<file path="config.mk">
export PLATFORM = sky130hd
export DESIGN_NAME = serial_word_rx_flat
export DESIGN_NICKNAME = d
export VERILOG_FILES = /design/src/rtl/serial_word_rx_if.sv /design/src/rtl/serial_word_rx.sv /design/src/flat_wrapper.sv
export SDC_FILE = /design/constraint.sdc
export NUM_CORES = 1
export LEC_CHECK = 0
export ABC_AREA = 1
export CAP_MARGIN = 40
export CORE_MARGIN = 2
export CORE_UTILIZATION = 45
export DETAILED_ROUTE_END_ITERATION = 16
export GPL_TIMING_DRIVEN = 0
export HOLD_SLACK_MARGIN = 0.06
export PLACE_DENSITY = 0.82
export SYNTH_ARGS = -nofsm -noshare
export SYNTH_HDL_FRONTEND = slang
export SYNTH_SLANG_ARGS = --single-unit
</file>
<file path="constraint.sdc">
create_clock -name clk -period 1.15 [get_ports clk]
set_input_delay 0.23 -clock clk [delete_from_list [all_inputs] [get_ports clk]]
set_output_delay 0.23 -clock clk [all_outputs]
set_load 0.02 [all_outputs]
</file>
<file path="src/rtl/serial_word_rx_if.sv">
// Handshake and serial-line bundle between the tick-paced line source,
// the word receiver and its downstream consumer.
interface serial_word_rx_if #(
    parameter int WIDTH = 8
);
    logic             tick_en;
    logic             sdin;
    logic [WIDTH-1:0] word;
    logic             word_valid;
    logic             word_ready;
    logic             frame_err;
    logic             overrun;
    logic             busy;

    // The master side feeds the line and consumes words.
    modport master (
        output tick_en, sdin, word_ready,
        input  word, word_valid, frame_err, overrun, busy
    );

    modport slave (
        input  tick_en, sdin, word_ready,
        output word, word_valid, frame_err, overrun, busy
    );
endinterface

</file>
<file path="src/rtl/serial_word_rx.sv">
// Tick-sampled serial receiver: start bit, WIDTH data bits LSB-first, and a
// stop bit, with completed words handed off on a valid/ready port.
module serial_word_rx #(
    parameter int WIDTH = 8
) (
    input  logic            clk,
    input  logic            rst,
    serial_word_rx_if.slave bus
);
    localparam int CW = $clog2(WIDTH);

    typedef enum logic [1:0] {IDLE, DATA, STOP, BREAK} state_t;

    state_t           state_q, state_d;
    logic [CW-1:0]    bitCnt_q, bitCnt_d;
    logic [WIDTH-1:0] shReg_q, shReg_d;
    logic [WIDTH-1:0] word_q, word_d;
    logic             wordValid_q, wordValid_d;
    logic             frameErr_q, frameErr_d;
    logic             overrun_q, overrun_d;

    always_ff @(posedge clk) begin
        if (rst) begin
            state_q     <= IDLE;
            bitCnt_q    <= '0;
            shReg_q     <= '0;
            word_q      <= '0;
            wordValid_q <= 1'b0;
            frameErr_q  <= 1'b0;
            overrun_q   <= 1'b0;
        end else begin
            state_q     <= state_d;
            bitCnt_q    <= bitCnt_d;
            shReg_q     <= shReg_d;
            word_q      <= word_d;
            wordValid_q <= wordValid_d;
            frameErr_q  <= frameErr_d;
            overrun_q   <= overrun_d;
        end
    end

    always_comb begin
        state_d     = state_q;
        bitCnt_d    = bitCnt_q;
        shReg_d     = shReg_q;
        word_d      = word_q;
        // An accept clears the held word regardless of tick timing.
        wordValid_d = wordValid_q && !bus.word_ready;
        frameErr_d  = 1'b0;
        overrun_d   = 1'b0;

        if (bus.tick_en) begin
            unique case (state_q)
                IDLE: begin
                    if (!bus.sdin) begin
                        state_d  = DATA;
                        bitCnt_d = '0;
                    end
                end
                DATA: begin
                    shReg_d = {bus.sdin, shReg_q[WIDTH-1:1]};
                    if (bitCnt_q == CW'(WIDTH - 1)) begin
                        state_d = STOP;
                    end else begin
                        bitCnt_d = bitCnt_q + 1'b1;
                    end
                end
                STOP: begin
                    if (bus.sdin) begin
                        // A same-edge accept frees the slot for the new word.
                        if (!wordValid_q || bus.word_ready) begin
                            word_d      = shReg_q;
                            wordValid_d = 1'b1;
                        end else begin
                            overrun_d = 1'b1;
                        end
                        state_d = IDLE;
                    end else begin
                        frameErr_d = 1'b1;
                        shReg_d    = '0;
                        state_d    = BREAK;
                    end
                end
                BREAK: begin
                    if (bus.sdin) begin
                        state_d = IDLE;
                    end
                end
                default: state_d = IDLE;
            endcase
        end
    end

    assign bus.word       = word_q;
    assign bus.word_valid = wordValid_q;
    assign bus.frame_err  = frameErr_q;
    assign bus.overrun    = overrun_q;
    assign bus.busy       = (state_q != IDLE);
endmodule

</file>
<file path="src/flat_wrapper.sv">
// flat-port wrapper written by rule: the top's interface ports become plain ports
module serial_word_rx_flat 
#(
    parameter int WIDTH = 8
)
  (clk, rst, bus_tick_en, bus_sdin, bus_word_ready, bus_word, bus_word_valid, bus_frame_err, bus_overrun, bus_busy);
  serial_word_rx_if #(.WIDTH(WIDTH)) bus_i ();
  input  logic clk;
  input  logic rst;
  input wire logic [$bits(bus_i.tick_en)-1:0] bus_tick_en;
  input wire logic [$bits(bus_i.sdin)-1:0] bus_sdin;
  input wire logic [$bits(bus_i.word_ready)-1:0] bus_word_ready;
  output wire logic [$bits(bus_i.word)-1:0] bus_word;
  output wire logic [$bits(bus_i.word_valid)-1:0] bus_word_valid;
  output wire logic [$bits(bus_i.frame_err)-1:0] bus_frame_err;
  output wire logic [$bits(bus_i.overrun)-1:0] bus_overrun;
  output wire logic [$bits(bus_i.busy)-1:0] bus_busy;
  assign bus_i.tick_en = bus_tick_en;
  assign bus_i.sdin = bus_sdin;
  assign bus_i.word_ready = bus_word_ready;
  assign bus_word = bus_i.word;
  assign bus_word_valid = bus_i.word_valid;
  assign bus_frame_err = bus_i.frame_err;
  assign bus_overrun = bus_i.overrun;
  assign bus_busy = bus_i.busy;
  serial_word_rx #(.WIDTH(WIDTH)) u_core (.clk(clk), .rst(rst), .bus(bus_i));
endmodule
</file>
### Word level (Yosys, flattened, before mapping)

Index checks and enable logic that the tools add are counted.
Widths: inputs -> output; s select.

* $add $sub $neg: 1
* equality and inequality tests: 9
* multiplexer cells: 16
* bitwise gates (word level): 3
* reductions and logical operators: 14

Operators with widths (number)
* $pmux 8 s2: 1
* $reduce_and 4->1: 3
* $mux 2: 4
* $mux 8: 1
* $ne 2x2->1 const B: 4
* $pmux 2 s4: 1
* $mux 1: 6
* $mux 3: 2
* $pmux 3 s2: 1
* $reduce_bool 2->1: 3
* $eq 2x2->1 const B: 2
* $reduce_or 4->1: 1
* $add 3x1->3 const B: 1
* $eq 3x3->1 const B: 1
* $not 1->1: 3
* $reduce_and 3->1: 1
* $reduce_or 3->1: 1
* $eq 2x1->1 const B: 1
* $logic_not 1->1: 2
* $logic_not 2->1: 1
* $ne 2x1->1 const B: 1
* $logic_and 1x1->1: 1
* $logic_or 1x1->1: 1

* register bits: 24
* bits of input ports: 5
* output and inout port bits: 12
* logic and storage cells: 50

### Longest topological paths before layout

* depth in word-level cells: 6
* depth in mapped cells: 9
* depth with buffers taken out: 9

### Worst setup path before layout

Ideal clock, no wire load.

* path kind: reg2reg
* start: register u_core.bitCnt_q[0]
* end: register u_core.bitCnt_q[0]
* library setup time: 0.114 ns
* arrival: 1.178 ns
* required time: 1.036 ns
* setup slack: -0.142 ns
* stages on the path, launching flop included: 7
* buffers on the path: 0
* period minus slack after synthesis: 1.292 ns
* cell sequence: dfxtp_1 ha_1 ha_1 a21oi_1 nand3_1 a21oi_1 nor2_1

* cells in the longest elaborated chain, start to end: 3
* elaborated cells on any way between the ends: 6
* classes of those cells: add/sub (1); eq/ne (2); mux (2); reduce/logical (1)

Ends and longest elaborated chain
* start: declaration: RTL line serial_word_rx.sv:15 `logic [CW-1:0] bitCnt_q, bitCnt_d;`
* start signal: assignment: RTL line serial_word_rx.sv:33 `bitCnt_q <= bitCnt_d;`
* $add 3x1->3 or $eq 3x3->1 (tied branches): RTL line serial_word_rx.sv:65, serial_word_rx.sv:62
* $mux 3 or $ne 2x2->1 (tied branches)
* $pmux 3 s2 or $reduce_and 4->1 (tied branches)

Several ways; a longest one is shown, not always the timed one. The select of a mux whose other input is x is not followed.
A chain may end at the register's enable or synchronous reset.

### Worst setup path after layout

* start: register u_core.state_q[0]
* end: register u_core.word_q[0], in the netlist u_core.bus.word[0]

* cells in the longest elaborated chain, start to end: 2

Ends and longest elaborated chain
* start: declaration: RTL line serial_word_rx.sv:14 `state_t state_q, state_d;`
* start signal: assignment: RTL line serial_word_rx.sv:32 `state_q <= state_d;`
* $eq 2x2->1: RTL line serial_word_rx.sv:53 `unique case (state_q)`
* $reduce_and 4->1 (no source line)
* end signal: assignment: RTL line serial_word_rx.sv:35 `word_q <= word_d;`
* end: declaration: RTL line serial_word_rx.sv:17 `logic [WIDTH-1:0] word_q, word_d;`

No other way between the ends.

==> run summary <==
H-Tree Depth -> 1
First-pass GRT wire length -> 4090 um
Synth area leader -> dfxtp_1
Worst Skew -> 3.19 ps
Slew margin rel. -> 61.4%
Total die area -> 2740 sq um
Largest net degree at the start of global routing -> 14
Pwr per Cell Area -> 1250 nW/um^2
Main synth FF type -> dfxtp_1
FFs w/ async S/R, synth -> 0%
#FFs+latches synth -> 24
Max VDD drop -> 0.00105 V
DP Area -> 1260 sq um
Syn Inst Count -> 149
Period minus WS final -> 1280 ps
Clk_lat worst skew -> 320 ps
Worst setup margin -> -132 ps
Share of cells above drive strength 1 -> 43.1%
Final Hold Slack -> 272 ps
Met1 WL -> 1060 um
Count of pins over their slew limit -> 0
Most common cell in the netlist -> nor2_1
ANT cells -> 0
Cells taking the most area after synthesis -> dfxtp_1 46%, nor2_1 10%, nand2_1 10%, a21oi_1 6.7%, nand3_1 6.2%
Register-to-Register Path Depth -> 7
Met3 wire length -> 171 um
Synth Warn # -> 0
TritonCTS Buffers -> 3
CP startpoint kind -> flip-flop
Die Wd -> 52.4 um
Max layer used -> met4
Hold Path Class -> input pin to flip-flop
Nets@finish -> 189
First drt pass iteration count -> 4
Hold path cells -> 3
Final setup vio count -> 24
P&R area growth vs syn -> 44.5%
Cts hold-fix bufs -> 0
Critical Path Sink Type -> flip-flop
Fin. Hold Viols -> 0
Static leakage -> 0.639 nW
Critical Path Fanout Max -> 6
Total Wirelength -> 2800 um
Multi-input gate area -> 662 sq um
GP Congestion -> 0.724
Synthesized net count -> 156
Number of enable flip-flop cells after synthesis -> 0
DRC viols -> 0
Wire per inst -> 13.4 um
Critical Path Max Stage Delay -> 380 ps
Finished Cell Area -> 1520 sq um
Initial antenna violation count -> 0
Worst path bufs/invs -> 3
TritonCTS Sinks -> 24
Crit Path Category -> flip-flop to flip-flop
Grt ovf -> 0
Period utilization -> 111%
Rows -> 17
Via density -> 5.22
Vias -> 1,090
Required time of the critical path -> 1420 ps
Cell Area, Synth -> 1050 sq um
Worst slew pin tran -> 578 ps
Clk pin slew, worst setup/hold paths -> 130 ps
Effective utilization at floorplan -> 47.6%
Reg area -> 490 sq um
FMAX -> 780 MHz
Most instantiated cells after synthesis -> 29 x nor2_1, 28 x nand2_1, 24 x dfxtp_1, 17 x inv_1, 14 x a21oi_1
Filler cells -> 172
Boundary Pins -> 17
Routed Antenna Nets -> 0
CTS tree -> done
Max clock buf depth -> 2
Levels on crit path -> 7
Starting DRT DRC Count -> 8
Final HPWL DP -> 1550 um
RSZ-0062 raised after global routing -> true
Vias in the first global route -> 931
Most used cell, CP -> buf_6
# port buffers -> 15
DIE HEIGHT -> 52.4 um
Synth top area share -> 45.6%
Failing checks -> setup timing
CP cell instances -> buf_6 > nor2_4 > inv_4 > nor2_8 > buf_6 > nand3_2 > a21oi_2
Total track usage -> 20.4%
Status -> finished, violations left
Max-Cap Viols -> 0
Critical-path top delay cell -> dfxtp_4
Cell variety after synth -> 17
CTS root buf -> clkbuf_4
Sequential element share of the synthesized area -> 45.6%
CP delay by family, top -> flip-flops
Core ar. -> 2210 sq um
Avg Cell Area, Syn -> 7.07 sq um
Critical path data arrival time -> 1550 ps
Met2 wire length -> 1470 um
==> worst reg2reg max path, stage by stage (launching register included) <==
cell and delay (ps):
dfxtp_4 380, buf_6 140, nor2_4 150, inv_4 70
nor2_8 140, buf_6 150, nand3_2 70, a21oi_2 120
==> layer usage <==
layer	GRT usage, %	vias up
li1	-	535
met1	23.7	493
met2	36.9	51
met3	2.57	11
met4	8.97	0
met5	0	-
==> where the power goes <==
| part | switching, W | internal [W] |
|---|---|---|
| clock | 0.000256 | 0.000194 |
| sequential | 0.0000493 | 0.000881 |
| combinational | 0.000307 | 0.000213 |
| total | 0.000612 | 0.00129 |
==> repair_timing <==
item | 4_1_cts | 5_1_grt
endpoints found under the setup margin | 35 | 27
pin swaps | 17 | 10
resized for setup | 73 | 39
gates cloned | 0 | 1
setup buffers | 8 | 4
==> final timing paths <==
check | startpoint | end | slack, ps
worst max register to register | u_core.state_q[0] | u_core.bus.word[0] | -130
worst min register to register | u_core.bus.word[5] | u_core.bus.word[5] | 470
worst min-delay path | bus_tick_en | u_core.bus.frame_err | 270
worst max-delay path | u_core.state_q[0] | u_core.bus.word[0] | -130
==> cells by family after synthesis <==
group | Yosys count | synth area share (%)
AO/OA/AOI/OAI | 22 | 10.5
flip-flops | 24 | 45.6
adder cells (fa/ha/maj) | 2 | 2.37
AND/OR/NAND/NOR | 77 | 32.8
buffers and inverters | 24 | 8.79
==> stage by stage <==
step                utilization, %  cells  TNS [ps]  worst slack, ps  power, W
global route                  68.8    209     -3050             -171   0.00200
CTS                           63.1    204      -853             -115   0.00176
floorplan                        -    149     -87.7            -10.6   0.00116
global placement              57.1    192     -7760             -398   0.00123
detailed placement            57.1    192     -8500             -457   0.00125
finish                        68.8    209     -1850             -132   0.00190
==> final cells by class <==
type	count	share of cell area [%]
multi-input cells	102	43.5
inverters	20	5.42
clock buffers	4	2.38
plain buffers	4	1.23
well taps	28	2.30
flip-flops and latches	24	32.2
repair buffers	27	13.0
==> flip-flops by register name, indices dropped and copies added, names as in the netlist <==
signal	count
u_core.bitCnt_q	3
u_core.bus.word_valid	1
u_core.bus.overrun	1
u_core.bus.frame_err	1
u_core.state_q	2
u_core.shReg_q	8
u_core.bus.word	8
==> cell usage in the layout, fill, tap and decap left out <==
master / n
a21oi_1: 6
a21oi_2: 7
a21oi_4: 1
buf_2: 13
buf_4: 9
buf_6: 4
clkbuf_1: 1
clkbuf_2: 1
clkbuf_4: 3
clkbuf_8: 1
clkdlybuf4s50_1: 3
dfxtp_1: 20
dfxtp_2: 2
dfxtp_4: 2
ha_4: 2
inv_1: 14
inv_2: 4
inv_4: 1
inv_6: 1
nand2_1: 21
nand2_2: 6
nand2_4: 4
nand3_1: 5
nand3_2: 6
nand3_4: 2
nand4_1: 2
nor2_1: 24
nor2_2: 4
nor2_4: 2
nor2_8: 1
nor3_1: 1
o21ai_0: 1
o21ai_1: 5
o21ai_2: 2
Note: power is estimated with default switching activity, not from simulation.
